File: src/rtl/transmission_splitter.sv
// transmission_splitter
// Breaks one DMA transfer (host address, device address, byte length) into
// PCIe-legal chunks. Each chunk is capped by the Max Read Request Size (reads)
// or Max Payload Size (writes) taken from the Device Control register. A chunk
// never crosses a 4 KB host-address boundary. Chunks are offered one at a time
// with a pending/done handshake.
//
// Optional feature macro: TRANSMISSION_SPLITTER_ALIGN_EN
//   When defined, every chunk is also kept inside one limit-sized, limit-aligned
//   host window. After the first chunk, each chunk therefore starts aligned to
//   the limit.

module transmission_splitter (
    input  logic        i_clk,
    input  logic        i_rst,
    input  logic [15:0] pcie_dcommand,
    input  logic [31:0] conf_start_address_host,
    input  logic [31:0] conf_start_address_device,
    input  logic [31:0] conf_size,
    input  logic        conf_dir_write,
    input  logic        conf_valid,
    output logic        dma_pending,
    input  logic        dma_done,
    output logic [31:0] dma_address_host,
    output logic [31:0] dma_address_device,
    output logic [9:0]  dma_size
);

    typedef enum logic [1:0] {
        ST_IDLE = 2'd0,
        ST_CALC = 2'd1,
        ST_PEND = 2'd2
    } state_t;

    // Maps the 3-bit PCIe size encoding onto a byte count. Encodings above
    // 512 B are clamped because the chunk size field is only 10 bits wide.
    function automatic logic [9:0] decode_limit(input logic [2:0] field);
        logic [9:0] bytes;
        case (field)
            3'd0:    bytes = 10'd128;
            3'd1:    bytes = 10'd256;
            default: bytes = 10'd512;
        endcase
        return bytes;
    endfunction

    state_t      state_q, state_d;
    logic [31:0] host_q, host_d;
    logic [31:0] dev_q, dev_d;
    logic [31:0] rem_q, rem_d;
    logic [9:0]  limit_q, limit_d;
    logic [9:0]  size_q, size_d;

    logic [12:0] boundary_room;
    logic [9:0]  chunk_size;
    logic [31:0] cfg_size;
    logic [2:0]  cfg_limit_field;

    // Only the two size fields of Device Control matter here.
    logic        unused_dcommand_bits;
    assign unused_dcommand_bits = ^{pcie_dcommand[15], pcie_dcommand[11:8], pcie_dcommand[4:0]};

`ifdef TRANSMISSION_SPLITTER_ALIGN_EN
    logic [9:0]  align_room;
`endif

    // Size of the next chunk: the smallest of the limit, the bytes left before
    // the next 4 KB host boundary, and the bytes still to be transferred.
    always_comb begin
        boundary_room = 13'd4096 - {1'b0, host_q[11:0]};
        chunk_size    = limit_q;
        if ({19'd0, boundary_room} < {22'd0, chunk_size}) begin
            chunk_size = boundary_room[9:0];
        end
        if (rem_q < {22'd0, chunk_size}) begin
            chunk_size = rem_q[9:0];
        end
`ifdef TRANSMISSION_SPLITTER_ALIGN_EN
        // The limit is a power of two, so (limit - 1) masks host mod limit.
        align_room = limit_q - (host_q[9:0] & (limit_q - 10'd1));
        if (align_room < chunk_size) begin
            chunk_size = align_room;
        end
`endif
    end

    // Next-state logic: latch a new transfer in IDLE, register the chunk size
    // in CALC, and advance the addresses once the consumer takes a chunk.
    always_comb begin
        state_d         = state_q;
        host_d          = host_q;
        dev_d           = dev_q;
        rem_d           = rem_q;
        limit_d         = limit_q;
        size_d          = size_q;
        cfg_size        = conf_size & ~32'd3;
        cfg_limit_field = conf_dir_write ? pcie_dcommand[7:5] : pcie_dcommand[14:12];

        case (state_q)
            ST_IDLE: begin
                // A zero-length request leaves the block, and its outputs, untouched.
                if (conf_valid && (cfg_size != 32'd0)) begin
                    host_d  = conf_start_address_host & ~32'd3;
                    dev_d   = conf_start_address_device & ~32'd3;
                    rem_d   = cfg_size;
                    limit_d = decode_limit(cfg_limit_field);
                    state_d = ST_CALC;
                end
            end
            ST_CALC: begin
                size_d  = chunk_size;
                state_d = ST_PEND;
            end
            ST_PEND: begin
                if (dma_done) begin
                    host_d  = host_q + {22'd0, size_q};
                    dev_d   = dev_q + {22'd0, size_q};
                    rem_d   = rem_q - {22'd0, size_q};
                    state_d = (rem_d != 32'd0) ? ST_CALC : ST_IDLE;
                end
            end
            default: begin
                state_d = ST_IDLE;
            end
        endcase
    end

    // State and datapath registers; reset aborts any transfer in flight.
    always_ff @(posedge i_clk) begin
        if (i_rst) begin
            state_q <= ST_IDLE;
            host_q  <= 32'd0;
            dev_q   <= 32'd0;
            rem_q   <= 32'd0;
            limit_q <= 10'd128;
            size_q  <= 10'd0;
        end else begin
            state_q <= state_d;
            host_q  <= host_d;
            dev_q   <= dev_d;
            rem_q   <= rem_d;
            limit_q <= limit_d;
            size_q  <= size_d;
        end
    end

    assign dma_pending        = (state_q == ST_PEND);
    assign dma_address_host   = host_q;
    assign dma_address_device = dev_q;
    assign dma_size           = size_q;

endmodule

File: config.mk
export PLATFORM = sky130hd
export DESIGN_NAME = transmission_splitter
export DESIGN_NICKNAME = d
export VERILOG_FILES = /design/src/rtl/transmission_splitter.sv
export SDC_FILE = /design/constraint.sdc
export NUM_CORES = 1
export LEC_CHECK = 0
export BUFFER_PORTS_ARGS = -buffer_cell sky130_fd_sc_hd__buf_2
export CAP_MARGIN = 20
export CORE_ASPECT_RATIO = 0.5
export CORE_MARGIN = 4
export CORE_UTILIZATION = 55
export DETAILED_ROUTE_END_ITERATION = 16
export PLACE_DENSITY = 0.82
export SETUP_SLACK_MARGIN = 0.2
export SYNTH_ARGS = -nofsm -noshare
export SYNTH_HDL_FRONTEND = slang
export SYNTH_SLANG_ARGS = --single-unit
File: constraint.sdc
create_clock -name i_clk -period 9.8 [get_ports i_clk]
set_input_delay 2.45 -clock i_clk [delete_from_list [all_inputs] [get_ports i_clk]]
set_output_delay 2.45 -clock i_clk [all_outputs]
set_load 0.03 [all_outputs]
Yosys cells after proc, flatten, opt, wreduce, memory -nomap -nowiden
Index checks and enable logic that the tools add are counted.
- input bits: 117
- register bits after elaboration: 118
- output and inout bits: 75
- reduce and logical (&&, ||, !) cells: 9
- $lt $le $gt $ge: 2
- $add $sub $neg: 4
- equality and inequality tests: 5
- mux-type cells: 17
- operator list (kind ; count):
    32-bit 2-to-1 mux ; 6
    32-bit one-hot mux with 2 select lines ; 3
    32-bit by 10-bit adder with 32-bit output ; 2
    32-bit nonzero test ; 2
    32-bit by 10-bit less-than comparator with 1-bit output ; 1
    32-bit by 10-bit subtractor with 32-bit output ; 1
    10-bit 2-to-1 mux ; 2
    10-bit one-hot mux with 2 select lines ; 1
    13-bit by 10-bit less-than comparator with 1-bit output ; 1
    13-bit by 12-bit subtractor with 13-bit output (first input constant) ; 1
    2-bit one-hot mux with 3 select lines ; 1
    2-bit 2-to-1 mux ; 2
    2-bit AND reduction ; 2
    3-bit by 1-bit equality test with 1-bit output (second input constant) ; 1
    3-bit logical NOT ; 1
    3-bit 2-to-1 mux ; 1
    3-bit AND reduction ; 1
    2-bit by 1-bit equality test with 1-bit output (second input constant) ; 1
    2-bit equality test (second input constant) ; 1
    2-bit logical NOT ; 1
    2-bit by 1-bit inequality test with 1-bit output (second input constant) ; 1
    2-bit inequality test (second input constant) ; 1
    2-bit nonzero test ; 1
    1-bit logical AND ; 1
    1-bit 2-to-1 mux ; 1

Depth between registers and ports, before layout
- depth after elaboration: 5
- gate-level depth with buffers: 22
- mapped depth without buffers: 20

Least setup slack after synthesis
OpenSTA, ideal clock, no wires.
- path kind: register -> register
- start: register host_q[0], in the netlist dma_address_host[0]
- end: register size_q[7], in the netlist dma_size[7]
- data required time: 9.705 ns
- path buffers: 1
- stages on the path, launching flop included: 20
- path slack: 5.182 ns
- clock period less this slack: 4.618 ns
- arrival time: 4.523 ns
- cell sequence: dfxtp_1 > inv_1 > ha_1 > or4b_4 > nor4_1 > xnor2_1 > ha_1 > o21ai_0 > a311oi_4 > nor2_4 > mux2i_1 > ha_1 > or4bb_1 > nor2_1 > nand2_1 > o2111ai_1 > a31oi_4 > buf_6 > or4_1 > o311ai_1
- word-level cells in the longest chain between the ends: 5
- RTL lines (element ; RTL line ; text):
    start: declaration ; 48 ; logic [31:0] host_q, host_d;
    start signal: assignment ; 139 ; host_q <= host_d;
    13-bit by 12-bit subtractor with 13-bit output * ; 70 ; boundary_room = 13'd4096 - {1'b0, host_q[11:0]};
    13-bit by 10-bit less-than comparator with 1-bit output ; 72 ; if ({19'd0, boundary_room} < {22'd0, chunk_size}) begin
    10-bit 2-to-1 mux * ; 72 ;
    32-bit by 10-bit less-than comparator with 1-bit output ; 75 ; if (rem_q < {22'd0, chunk_size}) begin
    10-bit 2-to-1 mux * ; 75 ;
    end signal: assignment ; 143 ; size_q <= size_d;
    end: declaration ; 52 ; logic [9:0] size_q, size_d;
Every way passes the cells marked *; elsewhere a longest branch is shown, timed or not.
A chain may end at the register's enable or synchronous reset.

Final worst setup path
- start: input conf_size[6]
- end: register host_q[13], in the netlist dma_address_host[13]
- word-level cells in the longest chain between the ends: 4
- RTL lines (element ; RTL line ; text):
    start: declaration ; 19 ; input logic [31:0] conf_size,
    32-bit nonzero test ; 102 ; if (conf_valid && (cfg_size != 32'd0)) begin
    1-bit logical AND ; 102 ;
    2-bit inequality test (no line) ; - ;
    3-bit AND reduction (no line) ; - ;
No other way between the ends.

==> impl_results.md <==
* Outcome: finished clean
* Crit path capture type: flop
* Most used DFF post-synth: dfxtp_1
* Initial drt markers at 865
* Post-route cell area at 9290 sq um
* YS warnings at 0
* R2R setup slack at 4.62 ns
* CTS Buffer Depth at 2
* Final Wtd Congestion at 0.950
* Routed WL per cell at 18.6 um
* Tmin final at 5.46 ns
* Maximum clock rate at 183 MHz
* Via/cell ratio at 6.46
* Horiz. Die Dim at 179 um
* CP Launch Type: input pin
* Height of the die at 93.5 um
* CP Class: input pin to flop
* Number of flops mapped to enable cells by yosys at 0
* Worst reg-to-reg path cell count at 19
* Post_cts resized at 0
* VDD IR max at 0.0885 mV
* Root Buffer: clkbuf_16
* Maxcap violations at 0
* Ports at 192
* Post-Place Cell Area at 8960 sq um
* Hold crit path type: flop to flop
* Worst Tran Pin Value at 0.938 ns
* Fin. max-slew vios at 0
* ANT nets after route at 0
* Worst-Skew Late Latency at 0.37 ns
* 1st-pass router iterations at 5
* Initial Util at 57.8%
* Synthesized area per cell at 7.44 sq um
* Post-synthesis sequential area ratio at 27.6%
* Vias post-DR at 9,032
* Worst setup path endpoint: dma_address_host[13]
* Largest net degree at the start of global routing at 93
* Vias in the first global route at 8,078
* Die area at 16,700 sq um
* Worst r2r src: dma_address_host[0]
* Syn Nets at 1,243
* Pwr Density at 159 nW/um^2
* Yosys cell types at 72
* CTS Buf Count at 9
* Buffer count from post-CTS setup fixing at 0
* Critical Path Start: conf_size[6]
* CP Data Arrival Time at 5.68 ns
* Initial antenna violation count at 2
* Max H-tree Level at 3
* Reg clk slew, reported paths at 0.08 ns
* CP Data Required Time at 10.02 ns
* Mapped Cells at 1,081
* DP Wirelength at 18.6 mm
* Crit Reg-Reg Endpoint: dma_size[9]
* Ys async rst share at 0%
* Fillers at 1,246
* Final WL at 26.0 mm
* Post-CTS Hold Fix Bufs at 0
* Total GRT Usage at 30.2%
* First-pass GRT wire length at 41.6 mm
* Static leakage at 3.78 nW
* Final hold viol count at 0
* Netlist Area Pre-Place at 8040 sq um
* Setup Viol. Count Final at 0
* Overflow after GRT at 0
* Area growth, synth to finish at 15.5%
* Final Cycle Share at 55.7%
* #FFs+latches synth at 111
* Post-route DRC violation count at 0
* Share of cells above drive strength 1 at 19.1%
* Worst Skew at 0.0166 ns
* # diodes at 0
* Unrepaired setup endpoints after global routing: false
* Clock sink count at 111
* CTS tree: done
* Port Buffers at 175
* CP max FO at 34
* CORE AREA at 13,900 sq um
* Final TNS setup at 0 ns
* FP Rows at 30
* Final-stage net count at 1,365
* Slew HR at 37.5%
[cells by family (layout without fill, tap and decap cells)]
logic type      count (synthesis)  count (layout)  share of synthesized area (%)
compound gates                350             350                           29.7
fa+ha+maj                      45              45                           7.28
simple gates                  433             433                           25.9
xor+xnor                       32              32                           3.48
buf+inv                       101             227                           4.90
mux                             9               9                           1.15
flops                         111             111                           27.6
[cell usage in the layout (no fill, tap or decap), types with 19 or more instances in the layout]
master / synthesis / layout
nor3_1: 38 / 38
dfxtp_1: 111 / 111
o21ai_0: 74 / 74
nand2_1: 110 / 109
buf_2: 0 / 175
a21oi_1: 75 / 75
ha_1: 42 / 42
nand3_1: 22 / 22
nand4_1: 21 / 21
nor2_1: 144 / 143
nor4_1: 21 / 21
a211oi_1: 33 / 33
a31oi_1: 20 / 20
xnor2_1: 19 / 19
a311oi_1: 27 / 27
inv_1: 27 / 26
[area by class of cell]
cell class | count | area, sq um | area share (%)
multi-input cells | 869 | 5450 | 58.7
well taps | 192 | 240 | 2.59
clock buffers | 9 | 225 | 2.43
clock inverters | 6 | 76.3 | 0.822
flip-flops and latches | 111 | 2220 | 23.9
repair buffers | 185 | 971 | 10.5
inverters | 27 | 103 | 1.10
[through the flow]
stage,power [mW],util [%],setup WS [ns],hold slack [ns],cells
after floorplan,0.928,-,5.18,0.449,1081
after global placement,1.06,64.3,4.09,0.453,1383
after detailed placement,1.08,64.3,4.06,0.482,1383
after CTS,1.47,66.5,4.44,0.491,1398
after global routing,1.55,66.7,4.20,0.522,1399
final,1.47,66.7,4.34,0.484,1399
[layer usage]
layer | up-vias | global-route usage, % | part of all wire (%)
li1 | 4293 | - | -
met1 | 4185 | 43.0 | 44
met2 | 491 | 46.8 | 44
met3 | 59 | 7.07 | 10
met4 | 4 | 6.32 | 1.8
met5 | - | 0 | 0.12
[how the worst min path moves through the flow]
stage | end | slack (ns) | depth (start not counted) | startpoint
after floorplan | limit_q[9] | 0.45 | 2 | limit_q[9]
after global placement | dma_address_device[0] | 0.45 | 2 | dma_address_device[0]
after detailed placement | dma_address_device[0] | 0.48 | 2 | dma_address_device[0]
after CTS | dma_address_device[2] | 0.49 | 2 | dma_address_device[2]
after global routing | limit_q[9] | 0.52 | 2 | limit_q[9]
final | dma_address_device[0] | 0.48 | 2 | dma_address_device[0]
[worst max-delay path: stages]
cell,delay [ns]
buf_2,0.10
nor4_1,0.42
nand4_1,0.30
o211a_1,0.65
nor2_4,0.81
buf_4,0.47
nor2_1,0.12
a211oi_1,0.25
nor4_1,0.08
[cells in the mapped netlist (4+ instances only)]
cell       number  share of area (%)
nand3_1        22                1.4
o211ai_1       10               0.93
ha_1           42                6.5
o21a_1         12                1.1
a21o_1         13                1.2
or3_1           7               0.54
xnor2_1        19                2.1
o31ai_1         6               0.56
nor3b_1         5               0.47
o221a_2         5               0.70
a311oi_1       27                2.9
dfxtp_1       111                 28
nand2b_1        4               0.31
mux2i_1         7               0.87
a22oi_1         9               0.84
clkbuf_1       63                2.9
nor3_1         38                2.4
o2111ai_1       4               0.44
and3_1         12               0.93
o21ai_0        74                4.6
a31oi_1        20                1.6
or4_1           5               0.47
o22ai_1        11               0.86
buf_1           9               0.42
nand4_1        21                1.6
and4_1          4               0.44
a21oi_1        75                4.7
inv_1          27                1.3
nor2b_1         5               0.39
nor4_1         21                1.6
a211oi_1       33                3.1
nand2_1       110                5.1
and2_1         13                1.0
a22o_1          4               0.44
xor2_1         13                1.4
nor2_1        144                6.7
nor4b_1         4               0.44
or2_2           7               0.54
a2111oi_0       5               0.54
[power by group]
group          switching (mW)  leakage, nW  internal (mW)
clock network           0.192        0.148          0.202
registers              0.0595        0.915          0.494
logic                   0.336         2.72          0.191
[flip-flops by register name, summed over array words and instances (netlist names)]
| signal | flops |
|---|---|
| dma_address_device | 32 |
| dma_address_host | 32 |
| dma_size | 10 |
| limit_q | 3 |
| rem_q | 32 |
| state_q | 2 |
No activity file was read; power rests on OpenSTA's default activity.
